File: src/rtl/shift_seq_ctrl_pkg.sv
// Shared definitions for the load/shift-left sequencer: state encoding,
// register select values and default widths.
package shift_seq_ctrl_pkg;

    localparam int DEF_WIDTH = 8;
    localparam int DEF_CW    = 4;

    typedef enum logic [1:0] {
        IDLE  = 2'd0,
        SHIFT = 2'd1,
        DONE  = 2'd2
    } state_t;

    localparam logic SEL_LOAD  = 1'b0;
    localparam logic SEL_SHIFT = 1'b1;

endpackage

File: src/rtl/shift_seq_ctrl_shift_reg_core.sv
// WIDTH-bit register with asynchronous active-low clear and a load/shift-left
// select; there is no hold mode, so callers hold by loading q back.
module shift_reg_core
    import shift_seq_ctrl_pkg::*;
#(
    parameter int WIDTH = DEF_WIDTH
) (
    input  logic             clk,
    input  logic             rst_n,
    input  logic             sel,
    input  logic [WIDTH-1:0] load_data,
    input  logic             fill,
    output logic [WIDTH-1:0] q
);

    always_ff @(posedge clk or negedge rst_n) begin
        if (!rst_n) begin
            q <= '0;
        end else if (sel == SEL_SHIFT) begin
            q <= {q[WIDTH-2:0], fill};
        end else begin
            q <= load_data;
        end
    end

endmodule

File: src/rtl/shift_seq_ctrl.sv
// Sequencer: accepts a word and shift amount, issues N left shifts while
// streaming the MSB out, then presents the result over a valid/ready handshake.
module shift_seq_ctrl
    import shift_seq_ctrl_pkg::*;
#(
    parameter int WIDTH = DEF_WIDTH,
    parameter int CW    = DEF_CW
) (
    input  logic             CLK,
    input  logic             Clr,
    input  logic             in_valid,
    output logic             in_ready,
    input  logic [WIDTH-1:0] in_data,
    input  logic [CW-1:0]    in_shamt,
    input  logic             in_fill,
    input  logic             abort,
    output logic             ser_valid,
    output logic             ser_bit,
    output logic             out_valid,
    input  logic             out_ready,
    output logic [WIDTH-1:0] out_data,
    output logic             busy
);

    state_t           state_q, state_d;
    logic [CW-1:0]    count_q, count_d;
    logic             fill_q, fill_d;
    logic             reg_sel;
    logic [WIDTH-1:0] reg_load;
    logic [WIDTH-1:0] reg_q;
    logic [CW-1:0]    shamt_clamped;

    function automatic logic [CW-1:0] clamp_shamt(input logic [CW-1:0] s);
        return (s > CW'(WIDTH)) ? CW'(WIDTH) : s;
    endfunction

    assign shamt_clamped = clamp_shamt(in_shamt);

    shift_reg_core #(
        .WIDTH(WIDTH)
    ) u_core (
        .clk      (CLK),
        .rst_n    (Clr),
        .sel      (reg_sel),
        .load_data(reg_load),
        .fill     (fill_q),
        .q        (reg_q)
    );

    always_ff @(posedge CLK or negedge Clr) begin
        if (!Clr) begin
            state_q <= IDLE;
            count_q <= '0;
            fill_q  <= 1'b0;
        end else begin
            state_q <= state_d;
            count_q <= count_d;
            fill_q  <= fill_d;
        end
    end

    always_comb begin
        state_d   = state_q;
        count_d   = count_q;
        fill_d    = fill_q;
        reg_sel   = SEL_LOAD;
        reg_load  = reg_q;
        in_ready  = 1'b0;
        ser_valid = 1'b0;
        out_valid = 1'b0;
        busy      = 1'b0;

        case (state_q)
            IDLE: begin
                in_ready = 1'b1;
                // abort outranks accept, so the register must not pick up in_data
                if (in_valid && !abort) begin
                    reg_load = in_data;
                    count_d  = shamt_clamped;
                    fill_d   = in_fill;
                    state_d  = (shamt_clamped != '0) ? SHIFT : DONE;
                end
            end
            SHIFT: begin
                busy      = 1'b1;
                ser_valid = 1'b1;
                if (abort) begin
                    state_d = IDLE;
                end else begin
                    reg_sel = SEL_SHIFT;
                    count_d = count_q - CW'(1);
                    if (count_q == CW'(1)) begin
                        state_d = DONE;
                    end
                end
            end
            DONE: begin
                busy      = 1'b1;
                out_valid = 1'b1;
                if (abort || out_ready) begin
                    state_d = IDLE;
                end
            end
            default: begin
                state_d = IDLE;
            end
        endcase
    end

    assign ser_bit  = reg_q[WIDTH-1];
    assign out_data = reg_q;

endmodule

File: config.mk
export PLATFORM = sky130hd
export DESIGN_NAME = shift_seq_ctrl
export DESIGN_NICKNAME = d
export VERILOG_FILES = /design/src/rtl/shift_seq_ctrl_pkg.sv /design/src/rtl/shift_seq_ctrl_shift_reg_core.sv /design/src/rtl/shift_seq_ctrl.sv
export SDC_FILE = /design/constraint.sdc
export NUM_CORES = 1
export LEC_CHECK = 0
export CAP_MARGIN = 40
export CORE_ASPECT_RATIO = 0.75
export CORE_MARGIN = 2
export CORE_UTILIZATION = 40
export CTS_CLUSTER_SIZE = 25
export DETAILED_ROUTE_END_ITERATION = 8
export PLACE_DENSITY = 0.71
export SYNTH_ARGS = -nofsm -noshare
export SYNTH_HDL_FRONTEND = slang
export SYNTH_SLANG_ARGS = --single-unit
File: constraint.sdc
create_clock -name CLK -period 1.9 [get_ports CLK]
set_input_delay 0.38 -clock CLK [delete_from_list [all_inputs] [get_ports CLK]]
set_output_delay 0.38 -clock CLK [all_outputs]
set_load 0.1 [all_outputs]
Yosys cells after proc, flatten, opt, wreduce, memory -nomap -nowiden
Cells that the tools add are included.
W data, S select, Z words.
{"block": "classes", "n_lt_le_gt_ge": 1, "reduce_logical": 13, "n_eq_ne": 7, "muxes": 19, "add_sub_neg": 1}
{"cell": "$mux W8", "count": 3}
{"cell": "$mux W4", "count": 3}
{"cell": "$mux W2", "count": 5}
{"cell": "$pmux W4 S2", "count": 1}
{"cell": "$mux W1", "count": 6}
{"cell": "$ne A2 B2 Y1 const B", "count": 3}
{"cell": "$pmux W2 S3", "count": 1}
{"cell": "$reduce_and A3 Y1", "count": 2}
{"cell": "$reduce_bool A2 Y1", "count": 3}
{"cell": "$eq A4 B1 Y1 const B", "count": 1}
{"cell": "$gt A4 B4 Y1 const B", "count": 1}
{"cell": "$reduce_and A2 Y1", "count": 2}
{"cell": "$reduce_bool A4 Y1", "count": 1}
{"cell": "$sub A4 B1 Y4 const B", "count": 1}
{"cell": "$ne A3 B3 Y1 const B", "count": 1}
{"cell": "$eq A2 B1 Y1 const B", "count": 1}
{"cell": "$eq A2 B2 Y1 const B", "count": 1}
{"cell": "$logic_not A2 Y1", "count": 1}
{"cell": "$reduce_or A2 Y1", "count": 1}
{"cell": "$logic_and A1 B1 Y1", "count": 1}
{"cell": "$logic_not A1 Y1", "count": 1}
{"cell": "$logic_or A1 B1 Y1", "count": 1}
{"block": "word_totals", "register_bits": 15, "output_inout_bits": 13}

Depth between registers and ports, before layout
{"block": "depth", "word_depth": 6, "mapped_depth": 6, "mapped_depth_nobuf": 5}

Modules after synthesis
Synthesis repeated with hierarchy kept, for this count alone.
{"block": "hier_totals", "hier_cells": 80, "area_unflattened_um2": 955.9}
{"mod": "shift_seq_ctrl", "area_each_um2": 624.3, "seq_area_each_um2": 175.2, "cells_each": 63, "instances": 1}
{"mod": "shift_reg_core", "area_each_um2": 331.6, "seq_area_each_um2": 200.2, "cells_each": 17, "instances": 1}

Worst setup path before layout
Ideal clock, no wire load.
{"block": "synth_timing", "path_kind": "reg2reg", "startpoint": "reg state_q[1]", "endpoint": "reg u_core.q[7]", "period_less_slack_ps": 2431, "setup_time_ps": 126, "arrival_time_ps": 2305, "setup_slack_ps": -531, "required_time_ps": 1774, "stages_incl_launch_ff": 7, "cell_sequence": "dfrtp_1 > inv_1 > ha_1 > nor2b_4 > buf_6 > mux2_4 > mux2_2"}
{"block": "synth_via", "elab_chain_len": 4}
{"item": "start: declaration", "line_no": "shift_seq_ctrl.sv:25", "rtl": "state_t state_q, state_d;"}
{"item": "start signal: assignment", "line_no": "shift_seq_ctrl.sv:56", "rtl": "state_q <= state_d;"}
{"item": "$eq A2 B1 Y1", "line_no": "shift_seq_ctrl.sv:73", "rtl": "case (state_q)"}
{"item": "$mux W1", "line_no": "shift_seq_ctrl.sv:73"}
{"item": "$reduce_bool A2 Y1 (no line)"}
{"item": "$reduce_and A2 Y1 (no line)"}
{"item": "end signal: assignment", "line_no": "shift_seq_ctrl_shift_reg_core.sv:20", "rtl": "q <= {q[WIDTH-2:0], fill};"}
{"item": "end signal: assignment", "line_no": "shift_seq_ctrl_shift_reg_core.sv:22", "rtl": "q <= load_data;"}
{"item": "end: declaration", "line_no": "shift_seq_ctrl_shift_reg_core.sv:13", "rtl": "output logic [WIDTH-1:0] q"}
Several ways; a longest one is shown, not always the timed one.
A chain may end at the register's enable or synchronous reset.

Worst setup path in the final report
{"block": "layout_timing", "startpoint": "reg state_q[0]", "endpoint": "reg count_q[3]"}
{"block": "layout_via", "elab_chain_len": 3}
{"item": "$eq A2 B1 Y1 or $logic_not A2 Y1 (tied branches)", "line_no": "shift_seq_ctrl.sv:73"}
{"item": "$ne A2 B2 Y1 (no line) or $reduce_bool A2 Y1 (tied branches)"}
{"item": "$reduce_and A3 Y1 (no line)"}
{"item": "end signal: assignment", "line_no": "shift_seq_ctrl.sv:57", "rtl": "count_q <= count_d;"}
{"item": "end: declaration", "line_no": "shift_seq_ctrl.sv:26", "rtl": "logic [CW-1:0] count_q, count_d;"}
Several ways; a longest one is shown, not always the timed one.

==> metrics.txt <==
class of the most critical hold timing path input pin to async pin; Clock Skew 9.964 ps; leading cell type in the layout, fill and taps excluded sky130_fd_sc_hd__clkdlybuf4s50_1; fraction of synthesized cell area taken by the top area cell type 38.51%; number of flops mapped to enable cells by yosys 0; class of the most critical setup path flip-flop to flip-flop; part of the cycle the worst path needs 92.83%; clock period minus final worst setup slack 1764 ps; initial standard-cell utilization of the core 42.22%; RSZ-0062 raised after global routing no; final design utilization 61.79%; relative area change from synthesis to final layout 46.34%; top cells by area, synth sky130_fd_sc_hd__dfrtp_1, sky130_fd_sc_hd__mux2_2, sky130_fd_sc_hd__mux2_4; kind of start point of the critical path flip-flop; clock tree root driver cell sky130_fd_sc_hd__clkbuf_4; library cells used by synthesis 29; Max clock buf depth 2; final critical-path setup slack 136.2 ps; initial antenna violation count 0; top cell type by total area after synthesis sky130_fd_sc_hd__dfrtp_1; Clock Sinks 15; placement-stage worst setup slack -76.47 ps; clock slew at reported path FFs 100 ps; DRC violations left 0; IO Count 31; clock tree from TritonCTS built; Slew HR 71.07%; Data required, critical path 2060 ps; first-pass GRT wire length 3146 um; buffers inserted during post-CTS setup optimization 0; clock latency reported for the late side of the worst-skew pair 290 ps; Hold Violations, Final 0; Final setup viols 0; post-detailed-route via-to-cell ratio 4.920; Post-Route WL 2014 um; highest attainable clock frequency 0.5669 GHz; vias post-DR 738; Slew Limit Fails 0; Final HPWL DP 1626 um; number of CTS-inserted buffers 3; routability-driven placement congestion ratio 0.8047; Inst Count DP 146; full die area 2852 um^2; synthesis warning total 0; commonest cells after routing, fill and taps aside sky130_fd_sc_hd__clkdlybuf4s50_1, sky130_fd_sc_hd__dfrtp_1, sky130_fd_sc_hd__mux2_2, sky130_fd_sc_hd__buf_4; largest net degree at the start of global routing 16; global-route total usage across every layer 15.50%; final routed wire length divided by cell count 13.43 um; deepest level of the CTS H-tree 1; diode count 0; post-synthesis async set-or-reset flop share 100.0%; maximum capacitance violations 0; non-filler instance count after layout 150; Post-Syn Instances 82; number of global-route vias before repair 682; number of core rows 15; outcome complete, no violations; input/output buffers 30; horizontal die dimension 61 um; Post-Synthesis Mean Instance Area 11.89 um^2; number of nets in the finished design 140; total global routing overflow 0; Die Ht 46.75 um; layout cell share with drive strength beyond 1 41.38%; Std-Cell Core Area 2308 um^2; remaining antenna violation count 0; Net Count, Synth 105; first drt pass iteration count 4; dominant synthesized flop cell sky130_fd_sc_hd__dfrtp_1; crit-path max FO 6; cts-stage hold buffer count 0; element type at the critical path end flip-flop; violation count after the first detailed-route iteration 15; arrival time at the worst endpoint 1920 ps; number of register bits inferred by synthesis 15; slew of the pin with the lowest slew margin 433.1 ps; cell area after synthesis 974.7 um^2; share of synthesized area occupied by flip-flops and latches 38.51%
## path summary, 6_finish.rpt
path | startpoint | endpoint | slack (ps) | depth (start not counted)
worst max-delay path | state_q[0]$_DFFE_PN0P_ | count_q[3]$_DFFE_PN0P_ | 140 | 5
worst max register to register | state_q[0]$_DFFE_PN0P_ | count_q[3]$_DFFE_PN0P_ | 140 | 5
min in group CLK | fill_q$_DFFE_PN0P_ | fill_q$_DFFE_PN0P_ | 520 | 1
worst min register to register | fill_q$_DFFE_PN0P_ | fill_q$_DFFE_PN0P_ | 520 | 1
worst min-delay path | Clr | u_core.q[4]$_DFFE_PN0P_ | 400 | 2
max in group asynchronous | Clr | u_core.q[5]$_DFFE_PN0P_ | 1320 | 2
## area by class of cell
cell class | count | area (um^2)
clock buffer | 3 | 22.52
fill | 187 | 882.1
multi-input combinational | 58 | 576.8
clock inverter | 1 | 5.005
timing repair buffer | 34 | 385.4
sequential | 15 | 375.4
inverter | 5 | 18.77
tap | 34 | 42.54
## metal layers
layer  track usage [%]  share of wire [%]  vias up
li1                  -                  -      363
met1             20.75                 46      352
met2             24.73                 50       21
met3             4.683                3.5        2
met4             4.348               0.45        0
met5                 0                  0        -
## cells in the mapped netlist, types with 2 or more instances
master / instances
sky130_fd_sc_hd__nor4_1: 2
sky130_fd_sc_hd__nor2b_1: 2
sky130_fd_sc_hd__a21oi_1: 5
sky130_fd_sc_hd__nor2_1: 2
sky130_fd_sc_hd__mux2_2: 10
sky130_fd_sc_hd__mux2i_1: 4
sky130_fd_sc_hd__o21ai_0: 2
sky130_fd_sc_hd__nand2_1: 2
sky130_fd_sc_hd__nand2b_1: 2
sky130_fd_sc_hd__mux2_4: 7
sky130_fd_sc_hd__ha_1: 5
sky130_fd_sc_hd__dfrtp_1: 15
sky130_fd_sc_hd__inv_1: 5
sky130_fd_sc_hd__buf_6: 2
sky130_fd_sc_hd__nor3b_1: 3
## metrics by stage
step                      hold WS (ps)  setup TNS, ps  instance area [um^2]
final                            397.8              0                  1426
after global routing             392.7              0                  1426
after CTS                        389.0              0                  1423
after detailed placement         505.7         -217.0                  1395
after global placement           492.1         -32.60                  1395
after floorplan                  84.41              0                  1002
## cell families after synthesis
| logic type | count (synthesis) | share of synthesized area [%] |
|---|---|---|
| muxes | 21 | 26.44 |
| DFF | 15 | 38.51 |
| buffers and inverters | 9 | 5.520 |
| adders and majority gates | 5 | 6.418 |
| and+or+nand+nor | 20 | 14.38 |
| AOI/OAI and AO/OA | 12 | 8.729 |
## sequential cells by signal, summed over array words and instances (netlist names)
signal	count
u_core.q	8
count_q	4
state_q	2
fill_q	1
## critical path, cell delays in order (launching register included)
cell and delay, ps:
sky130_fd_sc_hd__dfrtp_1 410, sky130_fd_sc_hd__inv_1 170, sky130_fd_sc_hd__ha_4 220, sky130_fd_sc_hd__mux2i_2 350, sky130_fd_sc_hd__nor4_1 90, sky130_fd_sc_hd__or3b_1 390
## timing repair
item,CTS,global route
setup endpoints to repair,0,1
hold endpoints to repair,0,0
gates resized for setup,0,1
Power is not shown: default switching activity piles up to over one toggle a cycle in this logic, so the estimate is an artifact.
